**src/rtl/wb_queue_32bit.sv**
```systemverilog
// Writeback queue between the ALU/load units and the register file.
// Buffers results in a small FIFO, drains one per cycle and flags pending destination registers.
module wb_queue_32bit #(
  parameter int RWIDTH = 6,
  parameter int DWIDTH = 32,
  parameter int DEPTH  = 4
) (
  input  logic                       clk,
  input  logic                       rst,
  input  logic                       alu_valid,
  output logic                       alu_ready,
  input  logic [RWIDTH-1:0]          alu_wa,
  input  logic [DWIDTH-1:0]          alu_wd,
  input  logic                       mem_valid,
  output logic                       mem_ready,
  input  logic [RWIDTH-1:0]          mem_wa,
  input  logic [DWIDTH-1:0]          mem_wd,
  input  logic                       wb_stall,
  output logic [RWIDTH-1:0]          wa,
  output logic [DWIDTH-1:0]          wd,
  output logic                       we,
  input  logic [RWIDTH-1:0]          pend_ra1,
  input  logic [RWIDTH-1:0]          pend_ra2,
  output logic                       pend_hit1,
  output logic                       pend_hit2,
  output logic [$clog2(DEPTH+1)-1:0] count,
  output logic                       full,
  output logic                       empty
);

  localparam int PTR_W = (DEPTH > 1) ? $clog2(DEPTH) : 1;
  localparam int CNT_W = $clog2(DEPTH + 1);
  localparam logic [CNT_W-1:0] FULL_CNT = CNT_W'(DEPTH);

  logic [RWIDTH-1:0] ent_wa_q [DEPTH];
  logic [RWIDTH-1:0] ent_wa_d [DEPTH];
  logic [DWIDTH-1:0] ent_wd_q [DEPTH];
  logic [DWIDTH-1:0] ent_wd_d [DEPTH];
  logic [DEPTH-1:0]  vld_q, vld_d;
  logic [PTR_W-1:0]  rd_ptr_q, rd_ptr_d;
  logic [PTR_W-1:0]  wr_ptr_q, wr_ptr_d;
  logic [CNT_W-1:0]  count_q, count_d;

  logic              push_fire;
  logic              push_en;
  logic              pop;
  logic [RWIDTH-1:0] push_wa;
  logic [DWIDTH-1:0] push_wd;

  // Readiness looks only at registered occupancy, so a same-cycle pop never frees a slot.
  assign full      = (count_q == FULL_CNT);
  assign empty     = (count_q == '0);
  assign mem_ready = !full;
  assign alu_ready = !full && !mem_valid;
  assign count     = count_q;

  assign we  = !empty && !wb_stall;
  assign pop = we;
  assign wa  = ent_wa_q[rd_ptr_q];
  assign wd  = ent_wd_q[rd_ptr_q];

  always_comb begin
    push_fire = 1'b0;
    push_wa   = alu_wa;
    push_wd   = alu_wd;
    if (mem_valid && mem_ready) begin
      push_fire = 1'b1;
      push_wa   = mem_wa;
      push_wd   = mem_wd;
    end else if (alu_valid && alu_ready) begin
      push_fire = 1'b1;
    end
  end

  // Writes to r0 complete their handshake but are discarded here.
  assign push_en = push_fire && (push_wa != '0);

  always_comb begin
    ent_wa_d = ent_wa_q;
    ent_wd_d = ent_wd_q;
    vld_d    = vld_q;
    rd_ptr_d = rd_ptr_q;
    wr_ptr_d = wr_ptr_q;
    count_d  = count_q;
    if (pop) begin
      vld_d[rd_ptr_q] = 1'b0;
      rd_ptr_d        = rd_ptr_q + PTR_W'(1);
    end
    if (push_en) begin
      ent_wa_d[wr_ptr_q] = push_wa;
      ent_wd_d[wr_ptr_q] = push_wd;
      vld_d[wr_ptr_q]    = 1'b1;
      wr_ptr_d           = wr_ptr_q + PTR_W'(1);
    end
    case ({push_en, pop})
      2'b10:   count_d = count_q + CNT_W'(1);
      2'b01:   count_d = count_q - CNT_W'(1);
      default: count_d = count_q;
    endcase
  end

  always_ff @(posedge clk) begin
    if (rst) begin
      vld_q    <= '0;
      rd_ptr_q <= '0;
      wr_ptr_q <= '0;
      count_q  <= '0;
    end else begin
      ent_wa_q <= ent_wa_d;
      ent_wd_q <= ent_wd_d;
      vld_q    <= vld_d;
      rd_ptr_q <= rd_ptr_d;
      wr_ptr_q <= wr_ptr_d;
      count_q  <= count_d;
    end
  end

  // The head entry keeps reporting a hit until it has actually left the queue.
  always_comb begin
    pend_hit1 = 1'b0;
    pend_hit2 = 1'b0;
    for (int i = 0; i < DEPTH; i++) begin
      if (vld_q[i] && (ent_wa_q[i] == pend_ra1)) pend_hit1 = 1'b1;
      if (vld_q[i] && (ent_wa_q[i] == pend_ra2)) pend_hit2 = 1'b1;
    end
    if (pend_ra1 == '0) pend_hit1 = 1'b0;
    if (pend_ra2 == '0) pend_hit2 = 1'b0;
  end

endmodule

```
**config.mk**
```make
export PLATFORM = sky130hd
export DESIGN_NAME = wb_queue_32bit
export DESIGN_NICKNAME = d
export VERILOG_FILES = /design/src/rtl/wb_queue_32bit.sv
export SDC_FILE = /design/constraint.sdc
export NUM_CORES = 1
export LEC_CHECK = 0
export CELL_PAD_IN_SITES_DETAIL_PLACEMENT = 1
export CELL_PAD_IN_SITES_GLOBAL_PLACEMENT = 2
export CORE_ASPECT_RATIO = 0.5
export CORE_MARGIN = 3
export CORE_UTILIZATION = 34
export DETAILED_ROUTE_END_ITERATION = 10
export PLACE_DENSITY_LB_ADDON = 0.05
export SETUP_SLACK_MARGIN = 0.4
export SYNTH_ARGS = -nofsm -noshare
export SYNTH_HDL_FRONTEND = slang
export SYNTH_SLANG_ARGS = --single-unit
```
**constraint.sdc**
```tcl
create_clock -name clk -period 2.55 [get_ports clk]
set_input_delay 0.51 -clock clk [delete_from_list [all_inputs] [get_ports clk]]
set_output_delay 0.51 -clock clk [all_outputs]
set_load 0.01 [all_outputs]
```
==> impl_metrics.py, run 1 <==
metrics = {
    "floorplanning": {
        "floorplan.rows": 36,
        "ios": 141,
        "core_area_mm2": 0.0201,
        "die_outline_area_mm2": 0.0230,
        "die_height_um": 109,
        "initial_core_util": 0.357,
        "dieWidth_um": 211,
    },
    "grt": {
        "grt_antenna_before_repair": 0,
        "grt_pass1_wl_um": 26800,
        "globalRoute.totalOverflow": 0,
        "grt_max_degree": 24,
        "grt.total_usage": 0.157,
        "via_count_of_the_first_global_routing_pass": 4747,
    },
    "cts": {
        "cts-root-to-sink-buffers": 2,
        "clkSlewWorstSetupHoldPaths_ns": 0.07,
        "cts_root_buf": "sky130_fd_sc_hd__clkbuf_16",
        "cts_tree": "built",
        "cts.sinks": 163,
        "cts-buffers-inserted": 17,
        "htree_levels": 4,
        "worst_skew_pair.late_latency_ns": 0.43,
    },
    "synth": {
        "ys_seq_area_frac": 0.667,
        "syn-instance-count": 403,
        "synth.net_count": 506,
        "synthDistinctLibCells": 28,
        "synth_top_flop_cell": "sky130_fd_sc_hd__edfxtp_1",
        "syn-cell-area_mm2": 0.00718,
        "number_of_enable_type_register_cells_in_the_synthesized_netlist": 152,
        "ys_async_sr_fraction": 0,
        "yosys_register_bits": 163,
        "synthesis.yosys.warnings": 0,
        "syn-mean-instance-area_um2": 17.8,
    },
    "pwr": {
        "power_leakage_nw": 3.72,
        "power.net_switching_mw": 2.64,
        "power_density_mw_per_mm2": 872,
        "power_report.internal_total_mw": 6.62,
        "clock_power_share": 0.263,
        "p_seq_frac": 0.370,
        "finalPower_mw": 9.26,
        "sw_frac_of_total": 0.285,
        "comb_power_share": 0.367,
        "vdd_drop_max_mv": 0.527,
    },
    "sta": {
        "final_period_minus_worst_setup_slack_ns": 2.41,
        "relSlewSlack": 0.786,
        "finalMaxSlewViolations": 0,
        "timing.final.hold_violations": 0,
        "setup-violations-final": 0,
        "setup_tns_ns": 0,
        "rsz0062_at_grt": "yes",
        "min_period_over_period": 0.947,
        "max_freq_ghz": 0.414,
        "max_slew.worst_pin.slew_ns": 0.318,
        "timing.clock.skew_ns": 0.0149,
    },
    "cells_and_area": {
        "antenna_cells_inserted": 0,
        "n_fill_cell": 1923,
        "area.growth.synth_to_final_pct": 48.0,
        "finalNetCount": 731,
        "drive_gt1_frac": 0.431,
        "layout.core_utilization": 0.529,
        "post-route-cell-area_mm2": 0.0106,
    },
    "worst_setup_path": {
        "cp-start-kind": "input pin",
        "worst-endpoint-required_ns": 2.91,
        "worst_setup_path_end_kind": "flop",
        "crit_type": "in2reg",
        "worst-endpoint-arrival_ns": 2.77,
        "cp_max_fo": 2,
    },
    "placement": {
        "place.port_buffers": 140,
        "globalplace.congestion": 0.770,
        "post_dp_cell_area_mm2": 0.00936,
        "place_hpwl_um": 12500,
    },
    "drt": {
        "route.antenna.remaining_nets": 0,
        "wire_per_inst_um": 19.7,
        "total_routed_length_um": 17800,
        "drt-initial-drc-count": 237,
        "detail_route.vias_per_cell": 4.78,
        "dr_total_vias": 4332,
        "drc": 0,
        "drt_first_pass_iters": 4,
    },
    "run": {
        "drv.max_cap_violation_count": 0,
    },
    "hold_path": {
        "min_path_type": "in2reg",
    },
    "run_status": {
        "status": "complete, no violations",
    },
}
## worst max-delay path, cell delays in order
cell,delay (ns)
sky130_fd_sc_hd__buf_6,0.09
sky130_fd_sc_hd__or4_4,0.52
sky130_fd_sc_hd__o31a_1,0.32
sky130_fd_sc_hd__o21ai_4,0.19
sky130_fd_sc_hd__ha_4,0.16
sky130_fd_sc_hd__inv_2,0.03
sky130_fd_sc_hd__fa_2,0.32
sky130_fd_sc_hd__xor2_1,0.18
sky130_fd_sc_hd__or3_1,0.33
sky130_fd_sc_hd__a21oi_2,0.11
## flip-flops by register name, summed over array words and instances (netlist names)
signal    count
count         3
wr_ptr_q      2
rd_ptr_q      2
ent_wd_q    128
vld_q         4
ent_wa_q     24
## routing by layer
metal,vias up,global-route usage,part of all wire
met5,-,0,0
met4,0,0.0377,0.0085
met3,15,0.0400,0.040
met2,77,0.290,0.53
met1,2217,0.187,0.42
li1,2023,-,-
## power by group through the flow
stage | combinational [mW] | sequential (mW) | clock, mW
after floorplan | 1.38 | 3.41 | 0
after global placement | 2.68 | 3.49 | 0
after detailed placement | 2.67 | 3.50 | 0
after CTS | 3.03 | 3.43 | 2.50
after global routing | 3.67 | 3.45 | 2.62
final | 3.40 | 3.43 | 2.43
## placed cells by master, fill, tap and decap left out, drive strengths merged
cell type	n
o2bb2ai	4
xnor2	26
o31a	1
mux4	38
clkdlybuf4s50	76
ha	9
edfxtp	152
dfxtp	11
inv	16
xor2	26
buf	133
or4	1
dlygate4sd2	17
o21ai	3
nand2b	1
nand2	11
clkinvlp	3
clkbuf	20
clkdlybuf4s15	3
nand4	8
fa	1
nor2	13
dlymetal6s2s	1
or3	1
mux2	38
and2	4
nor3	1
clkinv	3
nor4	13
a21oi	6
mux2i	1
## cell usage after synthesis (2+ instances only)
cell                        number  area share
sky130_fd_sc_hd__edfxtp_1      152        0.64
sky130_fd_sc_hd__mux2_2         38       0.060
sky130_fd_sc_hd__mux4_2         38        0.12
sky130_fd_sc_hd__xnor2_1        26       0.032
sky130_fd_sc_hd__xor2_1         26       0.032
sky130_fd_sc_hd__clkbuf_1       15      0.0078
sky130_fd_sc_hd__nor4_1         13       0.011
sky130_fd_sc_hd__nor2_1         12      0.0063
sky130_fd_sc_hd__dfxtp_1        11       0.031
sky130_fd_sc_hd__nand2_1        11      0.0058
sky130_fd_sc_hd__ha_1            9       0.016
sky130_fd_sc_hd__buf_2           8      0.0056
sky130_fd_sc_hd__inv_1           8      0.0042
sky130_fd_sc_hd__nand4_1         8      0.0070
sky130_fd_sc_hd__a21oi_1         6      0.0042
sky130_fd_sc_hd__and2_1          4      0.0035
sky130_fd_sc_hd__o2bb2ai_1       4      0.0049
sky130_fd_sc_hd__buf_1           3      0.0016
sky130_fd_sc_hd__o21ai_0         2      0.0014
## worst paths after layout
kind,from,to,slack (ns),cells past startpoint
setup / recovery,mem_wa[3],count[2],0.14,10
hold / removal,mem_wa[1],ent_wa_q[13],0.47,2
setup reg to reg,count[2],count[2],0.51,10
hold reg to reg,vld_q[2],vld_q[2],0.50,2
## per-stage QoR
step	hold WS, ns	setup slack [ns]	cells
after floorplan	0.452	-0.167	403
after global placement	0.495	-0.619	834
after detailed placement	0.504	-0.623	834
after CTS	0.467	0.108	893
after global routing	0.450	0.0939	907
final	0.470	0.136	907
## logic make-up (layout without fill, tap and decap cells)
group,after synthesis,count (layout),synth area share
multiplexers,77,77,0.180
adder cells (fa/ha/maj),10,10,0.0185
AND/OR/NAND/NOR,53,53,0.0382
XOR/XNOR,52,52,0.0634
AO/OA/AOI/OAI,14,14,0.0139
buffers and inverters,34,272,0.0192
flip-flops,163,163,0.667
## timing repair
| action | CTS | global route |
|---|---|---|
| buffers inserted | 25 | 12 |
| hold buffers | 0 | 0 |
| cloned | 2 | 2 |
| pin swaps | 17 | 18 |
| endpoints found under the hold margin | 0 | 0 |
| setup endpoints to repair | 202 | 190 |
| gates resized for setup | 246 | 59 |
## cell type report
| class | count | area (µm²) | area share |
|---|---|---|---|
| timing repair buffer | 232 | 2500 | 0.235 |
| clock buffer | 18 | 429 | 0.0404 |
| tap | 266 | 333 | 0.0313 |
| inverter | 8 | 30.0 | 0.00283 |
| sequential | 163 | 4800 | 0.451 |
| clock inverter | 14 | 140 | 0.0132 |
| multi-input combinational | 206 | 2400 | 0.226 |
Power figures use the tool's default switching activity.
==> run 2, diff against run 1 <==
--- a/config.mk
+++ b/config.mk
@@ -10,6 +10,7 @@
 export CORE_ASPECT_RATIO = 0.5
 export CORE_MARGIN = 3
 export CORE_UTILIZATION = 34
+export CTS_BUF_LIST = sky130_fd_sc_hd__clkbuf_16
 export DETAILED_ROUTE_END_ITERATION = 10
 export PLACE_DENSITY_LB_ADDON = 0.05
 export SETUP_SLACK_MARGIN = 0.4
==> constraint.sdc (replaced) <==
create_clock -name clk -period 2.55 [get_ports clk]
set_input_delay 0.51 -clock clk [delete_from_list [all_inputs] [get_ports clk]]
set_output_delay 0.51 -clock clk [all_outputs]
set_load 0.05 [all_outputs]
==> impl_metrics.py, run 2 (same netlist as run 1, synthesis figures left out) <==
metrics = {
    "run_status": {
        "status": "complete, no violations",
    },
    "worst_setup_path": {
        "worst_setup_path_end_kind": "output port",
        "worst_path_max_delay_cell": "sky130_fd_sc_hd__edfxtp_1",
        "rr_startpoint": "count[0]",
        "critPathBufInv": 2,
        "worst-r2r-setup-slack_ns": 0.57,
        "cp-start-kind": "flop",
        "timing.critical_path.cells": "buf_4 > xnor2_2 > nand4_1 > nor4_2 > nor4_1 > a21oi_2 > buf_12",
        "crit_type": "reg2out",
        "cp_top_family": "simple AND/OR/NAND/NOR gates",
        "worst-endpoint-arrival_ns": 1.96,
        "cells_on_worst_reg2reg_path": 9,
        "crit_cells": 7,
        "slowest_delay_ns": 0.45,
        "worst-endpoint-required_ns": 2.04,
        "cp_max_fo": 3,
        "r2r_end": "count[2]",
    },
    "cts": {
        "worst_skew_pair.late_latency_ns": 0.42,
        "cts-root-to-sink-buffers": 2,
        "cts-buffers-inserted": 17,
        "cts_root_buf": "sky130_fd_sc_hd__clkbuf_16",
        "htree_levels": 4,
        "cts_tree": "built",
        "cts_hold_buf": 0,
        "clkSlewWorstSetupHoldPaths_ns": 0.07,
        "cts.sinks": 163,
    },
    "drt": {
        "wire_per_inst_um": 21.1,
        "drt-initial-drc-count": 231,
        "total_routed_length_um": 18600,
        "detail_route.vias_per_cell": 4.85,
        "drt_first_pass_iters": 4,
        "drc": 0,
        "route.antenna.remaining_nets": 0,
        "dr_total_vias": 4259,
    },
    "cells_and_area": {
        "antenna_cells_inserted": 0,
        "registers_with_the_highest_flip_flop_counts": "ent_wd_q (128), ent_wa_q (24), vld_q (4)",
        "drive_gt1_frac": 0.416,
        "register_containing_the_most_flip_flops_in_the_final_layout": "ent_wd_q",
        "n_fill_cell": 1902,
        "layout.core_utilization": 0.526,
        "max_ffs_per_register": 128,
        "finalNetCount": 703,
        "most_frequent_standard_cell_in_the_layout_excluding_fill_and_tap_cells": "sky130_fd_sc_hd__edfxtp_1",
        "layoutNonFillerInstCount": 879,
        "area.growth.synth_to_final_pct": 47.3,
        "final_cell_mix": "152 x sky130_fd_sc_hd__edfxtp_1, 75 x sky130_fd_sc_hd__clkdlybuf4s50_1",
    },
    "pwr": {
        "vdd_drop_max_mv": 0.573,
        "power_leakage_nw": 3.65,
        "power_density_mw_per_mm2": 980,
    },
    "placement": {
        "dpl.cell_count": 829,
        "place.port_buffers": 140,
        "detailedPlace.worstSlack_ns": -0.643,
        "globalplace.congestion": 0.744,
        "place_hpwl_um": 12800,
    },
    "sta": {
        "max_freq_ghz": 0.405,
        "rsz0062_at_grt": "yes",
        "relSlewSlack": 0.672,
        "final_period_minus_worst_setup_slack_ns": 2.47,
        "setup-violations-final": 0,
        "final.hold.worst_slack_ns": 0.457,
        "final.setup.worst_slack_ns": 0.0812,
        "timing.final.hold_violations": 0,
        "min_period_over_period": 0.968,
        "timing.clock.skew_ns": 0.0126,
        "max_slew.worst_pin.slew_ns": 0.493,
        "finalMaxSlewViolations": 0,
    },
    "floorplanning": {
        "floorplan.rows": 36,
        "die_height_um": 109,
        "initial_core_util": 0.357,
        "dieWidth_um": 211,
        "core_area_mm2": 0.0201,
        "ios": 141,
        "die_outline_area_mm2": 0.0230,
    },
    "grt": {
        "grt_max_degree": 32,
        "grt_antenna_before_repair": 0,
        "grt.total_usage": 0.169,
        "globalRoute.totalOverflow": 0,
        "grt_pass1_wl_um": 28500,
        "via_count_of_the_first_global_routing_pass": 4843,
    },
    "hold_path": {
        "whs_path_cells": 2,
        "holdPathEnd": "ent_wa_q[13]",
        "min_path_type": "in2reg",
        "min-delay-start": "mem_wa[1]",
    },
    "run": {
        "drv.max_cap_violation_count": 0,
    },
}
[run 2: per-layer routing]
metal,GRT usage,wire [µm],part of all wire
met5,0,0,0
met4,0.0358,117,0.0063
met3,0.0356,558,0.030
met2,0.306,9740,0.52
met1,0.211,8170,0.44
[run 2: worst max path at each step]
stage / from / endpoint / slack (ns)
6_report: ent_wa_q[4] / pend_hit2 / 0.08
5_1_grt: ent_wa_q[7] / pend_hit1 / -0.04
4_1_cts: ent_wa_q[4] / pend_hit1 / -0.005
3_5_place_dp: mem_wa[0] / count[2] / -0.64
3_3_place_gp: mem_wa[0] / count[2] / -0.63
2_1_floorplan: mem_wa[0] / count[2] / -0.17
[run 2: repair_timing]
| item | CTS | global route |
|---|---|---|
| gates resized for setup | 132 | 10 |
| pin swaps | 20 | 16 |
| cloned | 5 | 1 |
| setup endpoints to repair | 205 | 195 |
| buffers inserted | 9 | 3 |
[run 2: worst register-to-register path, delay by kind of cell (launching register included)]
kind	cells	cell delay (ns)
AO/OA/AOI/OAI	2	0.25
XOR/XNOR	1	0.16
adder cells (fa/ha/maj)	2	0.52
buffers and inverters	1	0.04
flip-flops	1	0.35
AND/OR/NAND/NOR	3	0.60
[run 2: cell type report]
cell class,count,area [µm²],area share
sequential,163,4790,0.453
timing repair buffer,204,2430,0.230
multi-input combinational,206,2400,0.227
clock buffer,17,425,0.0402
tap,266,333,0.0315
clock inverter,15,159,0.0150
inverter,8,33.8,0.00319
[run 2: through the flow]
step	TNS [ns]	power, mW	cell area [µm²]
after floorplan	-0.229	5.78	7250
after global placement	-45.30	7.07	9340
after detailed placement	-48.53	7.09	9340
after CTS	-0.00467	10.4	10500
after global routing	-0.0812	10.8	10600
final	0	10.4	10600
[run 2: where the power goes]
part	total (mW)	leakage, nW	internal [mW]	switching (mW)
clock network	2.47	0.292	1.31	1.16
logic	4.46	1.88	2.09	2.37
registers	3.43	1.48	3.27	0.151
total	10.4	3.65	6.68	3.68
==> run 3, diff against run 2 <==
--- a/config.mk
+++ b/config.mk
@@ -5,6 +5,7 @@
 export SDC_FILE = /design/constraint.sdc
 export NUM_CORES = 1
 export LEC_CHECK = 0
+export CAP_MARGIN = 30
 export CELL_PAD_IN_SITES_DETAIL_PLACEMENT = 1
 export CELL_PAD_IN_SITES_GLOBAL_PLACEMENT = 2
 export CORE_ASPECT_RATIO = 0.5
==> results of run 3 <==
Final layout, timing and power as in run 2 (identical DEF).
